$ cat src/rtl/riscv_pkg.sv
// Shared register-file geometry and the writeback payload type used by the
// writeback unit and its LSU result queue.
package riscv_pkg;

    localparam int REG_AW   = 5;
    localparam int XLEN     = 32;
    localparam int NUM_REGS = 1 << REG_AW;

    typedef struct packed {
        logic [REG_AW-1:0] rd;
        logic [XLEN-1:0]   data;
    } wb_entry_t;

    typedef enum logic [1:0] {
        SEL_NONE = 2'd0,
        SEL_ALU  = 2'd1,
        SEL_LSU  = 2'd2
    } wb_sel_e;

    // x0 is hardwired to zero, so results aimed at it are dropped.
    function automatic logic is_x0(input logic [REG_AW-1:0] rd);
        return rd == '0;
    endfunction

endpackage

$ cat src/rtl/wb_fifo.sv
// Synchronous FIFO of writeback entries that buffers load results while the
// ALU owns the regfile write port. DEPTH must be a power of two.
module wb_fifo
    import riscv_pkg::*;
#(
    parameter int DEPTH = 2
) (
    input  logic                     clk,
    input  logic                     nrst,
    input  logic                     push,
    input  wb_entry_t                din,
    input  logic                     pop,
    output logic                     full,
    output logic                     empty,
    output wb_entry_t                head,
    output logic [$clog2(DEPTH):0]   count
);

    localparam int AW = $clog2(DEPTH);
    localparam logic [AW:0] FULL_CNT = (AW+1)'(DEPTH);

    wb_entry_t     mem_q [DEPTH];
    logic [AW-1:0] wr_ptr_q;
    logic [AW-1:0] rd_ptr_q;
    logic [AW:0]   count_q;
    logic          do_push;
    logic          do_pop;

    assign full    = (count_q == FULL_CNT);
    assign empty   = (count_q == '0);
    assign do_push = push && !full;
    assign do_pop  = pop && !empty;
    assign head    = mem_q[rd_ptr_q];
    assign count   = count_q;

    // NOTE: payload storage has no reset; count and pointers alone decide
    // validity, so stale contents are never observed.
    always_ff @(posedge clk) begin
        if (do_push) begin
            mem_q[wr_ptr_q] <= din;
        end
    end

    // NOTE: sequential state is updated with non-blocking assignments so every
    // register samples the pre-edge values of the others.
    always_ff @(posedge clk or negedge nrst) begin
        if (!nrst) begin
            wr_ptr_q <= '0;
            rd_ptr_q <= '0;
            count_q  <= '0;
        end else begin
            if (do_push) begin
                wr_ptr_q <= wr_ptr_q + AW'(1);
            end
            if (do_pop) begin
                rd_ptr_q <= rd_ptr_q + AW'(1);
            end
            case ({do_push, do_pop})
                2'b10:   count_q <= count_q + (AW+1)'(1);
                2'b01:   count_q <= count_q - (AW+1)'(1);
                default: count_q <= count_q;
            endcase
        end
    end

endmodule

$ cat src/rtl/wb_unit.sv
// Writeback stage: arbitrates ALU and buffered LSU results onto the single
// regfile write port and tracks per-register busy state for hazard detection.
module wb_unit
    import riscv_pkg::*;
#(
    parameter int LSU_DEPTH    = 2,
    parameter int STARVE_LIMIT = 4
) (
    input  logic              clk,
    input  logic              nrst,
    input  logic              alu_valid,
    input  logic [REG_AW-1:0] alu_rd,
    input  logic [XLEN-1:0]   alu_data,
    input  logic              lsu_valid,
    output logic              lsu_ready,
    input  logic [REG_AW-1:0] lsu_rd,
    input  logic [XLEN-1:0]   lsu_data,
    input  logic              issue_valid,
    input  logic [REG_AW-1:0] issue_rd,
    input  logic [REG_AW-1:0] rs1addr,
    input  logic [REG_AW-1:0] rs2addr,
    output logic              rs1_busy,
    output logic              rs2_busy,
    output logic              stall_req,
    output logic [REG_AW-1:0] waddr,
    output logic [XLEN-1:0]   wdata,
    output logic              wren
);

    localparam int CNT_W = $clog2(LSU_DEPTH) + 1;
    localparam int AGE_W = $clog2(STARVE_LIMIT) + 1;
    localparam logic [AGE_W-1:0] AGE_MAX = AGE_W'(STARVE_LIMIT - 1);

    logic             fifo_push;
    logic             fifo_pop;
    logic             fifo_full;
    logic             fifo_empty;
    wb_entry_t        fifo_head;
    wb_entry_t        lsu_entry;
    logic [CNT_W-1:0] fifo_count;

    wb_sel_e          sel;
    logic             alu_take;

    wb_entry_t        wr_q, wr_d;
    logic             wren_q, wren_d;
    logic [AGE_W-1:0] age_q, age_d;
    logic             stall_q, stall_d;
    logic [NUM_REGS-1:0] busy_q, busy_d;

    // Ready looks only at occupancy, never at a same-cycle pop.
    assign lsu_ready = (fifo_count < CNT_W'(LSU_DEPTH));
    assign fifo_push = lsu_valid && lsu_ready && !is_x0(lsu_rd);
    assign lsu_entry = '{rd: lsu_rd, data: lsu_data};
    assign alu_take  = alu_valid && !is_x0(alu_rd);
    assign fifo_pop  = (sel == SEL_LSU);

    wb_fifo #(
        .DEPTH (LSU_DEPTH)
    ) u_lsu_fifo (
        .clk   (clk),
        .nrst  (nrst),
        .push  (fifo_push),
        .din   (lsu_entry),
        .pop   (fifo_pop),
        .full  (fifo_full),
        .empty (fifo_empty),
        .head  (fifo_head),
        .count (fifo_count)
    );

    // NOTE: every always_comb output gets a default before any branch so no
    // path leaves it unassigned and no latch is inferred.
    always_comb begin
        sel    = SEL_NONE;
        wr_d   = wr_q;
        wren_d = 1'b0;
        if (alu_take) begin
            sel    = SEL_ALU;
            wr_d   = '{rd: alu_rd, data: alu_data};
            wren_d = 1'b1;
        end else if (!fifo_empty) begin
            sel    = SEL_LSU;
            wr_d   = fifo_head;
            wren_d = 1'b1;
        end
    end

    // Age of the FIFO head; saturates once it reaches the stall threshold.
    always_comb begin
        age_d = age_q;
        if (fifo_empty || fifo_pop) begin
            age_d = '0;
        end else if (age_q != AGE_MAX) begin
            age_d = age_q + AGE_W'(1);
        end
        stall_d = !fifo_empty && !fifo_pop && (age_q >= AGE_MAX);
    end

    // Clear for the landing write first, so a same-cycle issue to the same
    // register leaves it busy for the newer instruction.
    always_comb begin
        busy_d = busy_q;
        if (wren_q) begin
            busy_d[wr_q.rd] = 1'b0;
        end
        if (issue_valid && !is_x0(issue_rd)) begin
            busy_d[issue_rd] = 1'b1;
        end
        busy_d[0] = 1'b0;
    end

    always_ff @(posedge clk or negedge nrst) begin
        if (!nrst) begin
            wr_q    <= '0;
            wren_q  <= 1'b0;
            age_q   <= '0;
            stall_q <= 1'b0;
            busy_q  <= '0;
        end else begin
            wr_q    <= wr_d;
            wren_q  <= wren_d;
            age_q   <= age_d;
            stall_q <= stall_d;
            busy_q  <= busy_d;
        end
    end

    assign waddr     = wr_q.rd;
    assign wdata     = wr_q.data;
    assign wren      = wren_q;
    assign stall_req = stall_q;
    assign rs1_busy  = busy_q[rs1addr];
    assign rs2_busy  = busy_q[rs2addr];

endmodule
$ cat config.mk
export PLATFORM = sky130hd
export DESIGN_NAME = wb_unit
export DESIGN_NICKNAME = d
export VERILOG_FILES = /design/src/rtl/riscv_pkg.sv /design/src/rtl/wb_fifo.sv /design/src/rtl/wb_unit.sv
export SDC_FILE = /design/constraint.sdc
export NUM_CORES = 1
export LEC_CHECK = 0
export ABC_AREA = 0
export CAP_MARGIN = 20
export CORE_MARGIN = 2
export CORE_UTILIZATION = 55
export DETAILED_ROUTE_END_ITERATION = 8
export PLACE_DENSITY_LB_ADDON = 0.2
export SLEW_MARGIN = 25
export SYNTH_ARGS = -nofsm -noshare
export SYNTH_HDL_FRONTEND = slang
export SYNTH_SLANG_ARGS = --single-unit
$ cat constraint.sdc
create_clock -name clk -period 7.8 [get_ports clk]
set_input_delay 1.56 -clock clk [delete_from_list [all_inputs] [get_ports clk]]
set_output_delay 1.56 -clock clk [all_outputs]
set_load 0.02 [all_outputs]
==> metrics.txt <==
H-Tree Depth 4; sequential fraction of the synthesis area 0.6184; max_slew headroom 0.3580; post-synthesis cell count roughly 550; nets between 700 and 800; peak supply drop approximately 0.31 mV; CP Launch Type input port; CP dominant cell by count clkdlybuf4s50_1; synth-to-layout area growth 30.94%; DP Worst Slack 2.416 ns; Hold Crit Class flop to flop; Fin. Hold Viols 0; design area 0.008785 mm²; Hold Buf Count CTS 0; WL/cell roughly 19 µm; Clock Latency Late Sink 0.42 ns; Die Y approximately 110 µm; count of cell types in the netlist 34; Synth area leader edfxtp_1; clk_skew 0.006934 ns; I/O Pins between 100 and 150; pwr/cell area 356.5 mW/mm²; synthesized net count about 650; Tcrit/Tclk final 0.6885; initial antenna violation count 0; vias per cell 5.892; core region area approximately 0.012 mm²; Synth Area in XOR/XNOR 0.007833; Min Hold Slack ~0.54 ns; post-synthesis adder-cell area fraction 0.005595; largest net degree at the start of global routing 78; number of buffers added on ports ~140; DIE AREA 0.01310 mm²; Ys Warns 0; ANT nets after route 0; Compound-Gate Fraction of Synth Area 0.1376; most common cell after layout, fill and taps aside clkdlybuf4s50_1; commonest non-fill, non-tap cells in the layout clkdlybuf4s50_1 (134), dfrtp_1 (76), edfxtp_1 (74); Worst Path Required about 6.2 ns; DR vias between 4,000 and 5,000; Syn Std Cell Area 0.006709 mm²; Worst path max stage delay ~0.75 ns; Seq cells post-synth between 150 and 200; Yosys top cell area share 0.3312; Starting Density 0.5609; Leak roughly 0.0034 µW; Crit Path Class input port to output pin; final worst slack approximately 2.4 ns; cts repair resizes 0; minimum clock period 5.370 ns; clk slew on worst S/H paths 0.06 ns; mean post-synth cell area 12.18 µm²; clk root buf clkbuf_16; row count 40; Total GRT Usage 0.2586; number of diodes 0; Max Slew Vio Count 0; RSZ-0062 raised after global routing false; CP Max Fanout 10; Setup crit end kind output pin; DRC viols 0; total global routing overflow 0; clk sinks about 150; ranking of synthesized cells by area edfxtp_1 (33%), dfrtp_1 (29%), mux2i_1 (8.4%); Post-CTS Repair Setup Buffers 0; Placed Area 0.008157 mm²; CP cell instances clkdlybuf4s50_1 -> mux4_2 -> nand2b_1 -> o2111ai_1 -> nand4_1 -> clkdlybuf4s50_1; WL final approximately 16,000 µm; DRT Pass-1 Iters 5; outcome complete, no violations; Final Wtd Congestion approximately 0.93; DR iter-0 viols approximately 330; TritonCTS Buffers 17; # Max-Cap Violations 0; Die X-Extent ~110 µm; multiplexer share of the synthesized area 0.1037; Synth Area in Simple Gates 0.09698; CTS max path bufs 2; max frequency about 190 MHz; Worst-Margin Slew between 0.9 and 1 ns; CTS tree yes; largest family of logic cells by synthesized area compound AO/OA/AOI/OAI gates; global-route wire length before repair around 26,000 µm; TNS Setup 0 ns; Crit path arrival time ~3.8 ns; dpl hpwl between 10,000 and 15,000 µm; vias in the first global route about 5,300; count of final setup violators 0; CP max stage cell clkdlybuf4s50_1; layout cell share with drive strength beyond 1 0.1171
==> per-layer routing <==
metal / global-route usage / up-vias / wire length (µm)
met4: 0.08455 / 0 / 360
met1: 0.3190 / 2425 / 6437
met5: 0 / - / 0
li1: - / 2285 / -
met2: 0.4351 / 199 / 8132
met3: 0.08100 / 34 / 1205
==> kinds of logic (layout without fill, tap and decap cells) <==
group | Yosys count | count (layout)
fa+ha+maj | 3 | 3
xor+xnor | 6 | 6
simple gates | 138 | 138
flops | 151 | 151
compound gates | 157 | 157
mux | 62 | 62
buf+inv | 34 | 175
==> final cells by class <==
| class | count | area (µm²) |
|---|---|---|
| clock buffers | 18 | 439.2 |
| fillers | 767 | 3177 |
| repair buffers | 138 | 1415 |
| well taps | 147 | 183.9 |
| inverters | 5 | 18.77 |
| multi-input cells | 366 | 2390 |
| clock inverters | 14 | 185.2 |
| flip-flops and latches | 151 | 4153 |
==> stage by stage <==
stage,util,std cells,power [µW]
3_3_place_gp,0.6771,805,2224
4_1_cts,0.7341,839,3144
6_report,0.7344,839,3132
3_5_place_dp,0.6819,807,2278
5_1_grt,0.7344,839,3293
2_1_floorplan,-,551,1871
==> worst paths after layout <==
kind / to / slack, ns / depth (start not counted) / from
setup / recovery: rs1_busy / 2.43 / 6 / rs1addr[1]
hold / removal: wdata[18]$_DFFE_PN0P_ / 0.54 / 2 / wdata[18]$_DFFE_PN0P_
setup reg to reg: u_lsu_fifo.count[1]$_DFFE_PN0P_ / 5.80 / 6 / u_lsu_fifo.count[0]$_DFFE_PN0P_
hold reg to reg: wdata[18]$_DFFE_PN0P_ / 0.54 / 2 / wdata[18]$_DFFE_PN0P_
max in group asynchronous: u_lsu_fifo.rd_ptr_q$_DFFE_PN0P_ / 6.07 / 1 / nrst
min in group asynchronous: busy_q[28]$_DFF_PN0_ / 1.17 / 1 / nrst
==> critical path: cells and delay by family <==
kind / cells / cell delay (ns)
buffers and inverters: 2 / 1.31
multiplexers: 1 / 0.56
AND/OR/NAND/NOR: 2 / 0.26
AO/OA/AOI/OAI: 1 / 0.12
==> state kept, by name, summed over array words and instances (netlist names), 2 cells and up <==
register and count:
u_lsu_fifo.count 2, u_lsu_fifo.mem_q 74, wdata 32, age_q 3, busy_q 31, waddr 5
==> cells in the mapped netlist <==
cell       count
xnor2_1        4
nand2b_1       4
nor2_1        53
clkbuf_1      10
or4_1          2
buf_2         10
nand4_1        2
ha_1           3
o211ai_1       2
xor2_1         2
buf_6          8
o2111ai_1      2
edfxtp_1      74
o21ai_1       11
nand2b_4       1
inv_1          5
o21ai_0       63
mux2i_1       56
o21ai_2       26
nand2_1       42
or3b_2         5
nor2_4         1
o21a_1         1
mux4_2         6
nand3_1       12
nand3b_1      10
o211ai_2       1
dfrtp_1       77
a21oi_1       44
nor2b_1        4
a22oi_1        4
buf_1          1
a211oi_1       3
or3_1          2
==> report_power, final <==
group,internal (µW),total [µW],switching (µW)
logic,455,979,524
clock network,520,858,338
registers,1080,1300,218
total,2050,3130,1080
(Power assumes the default switching activity.)
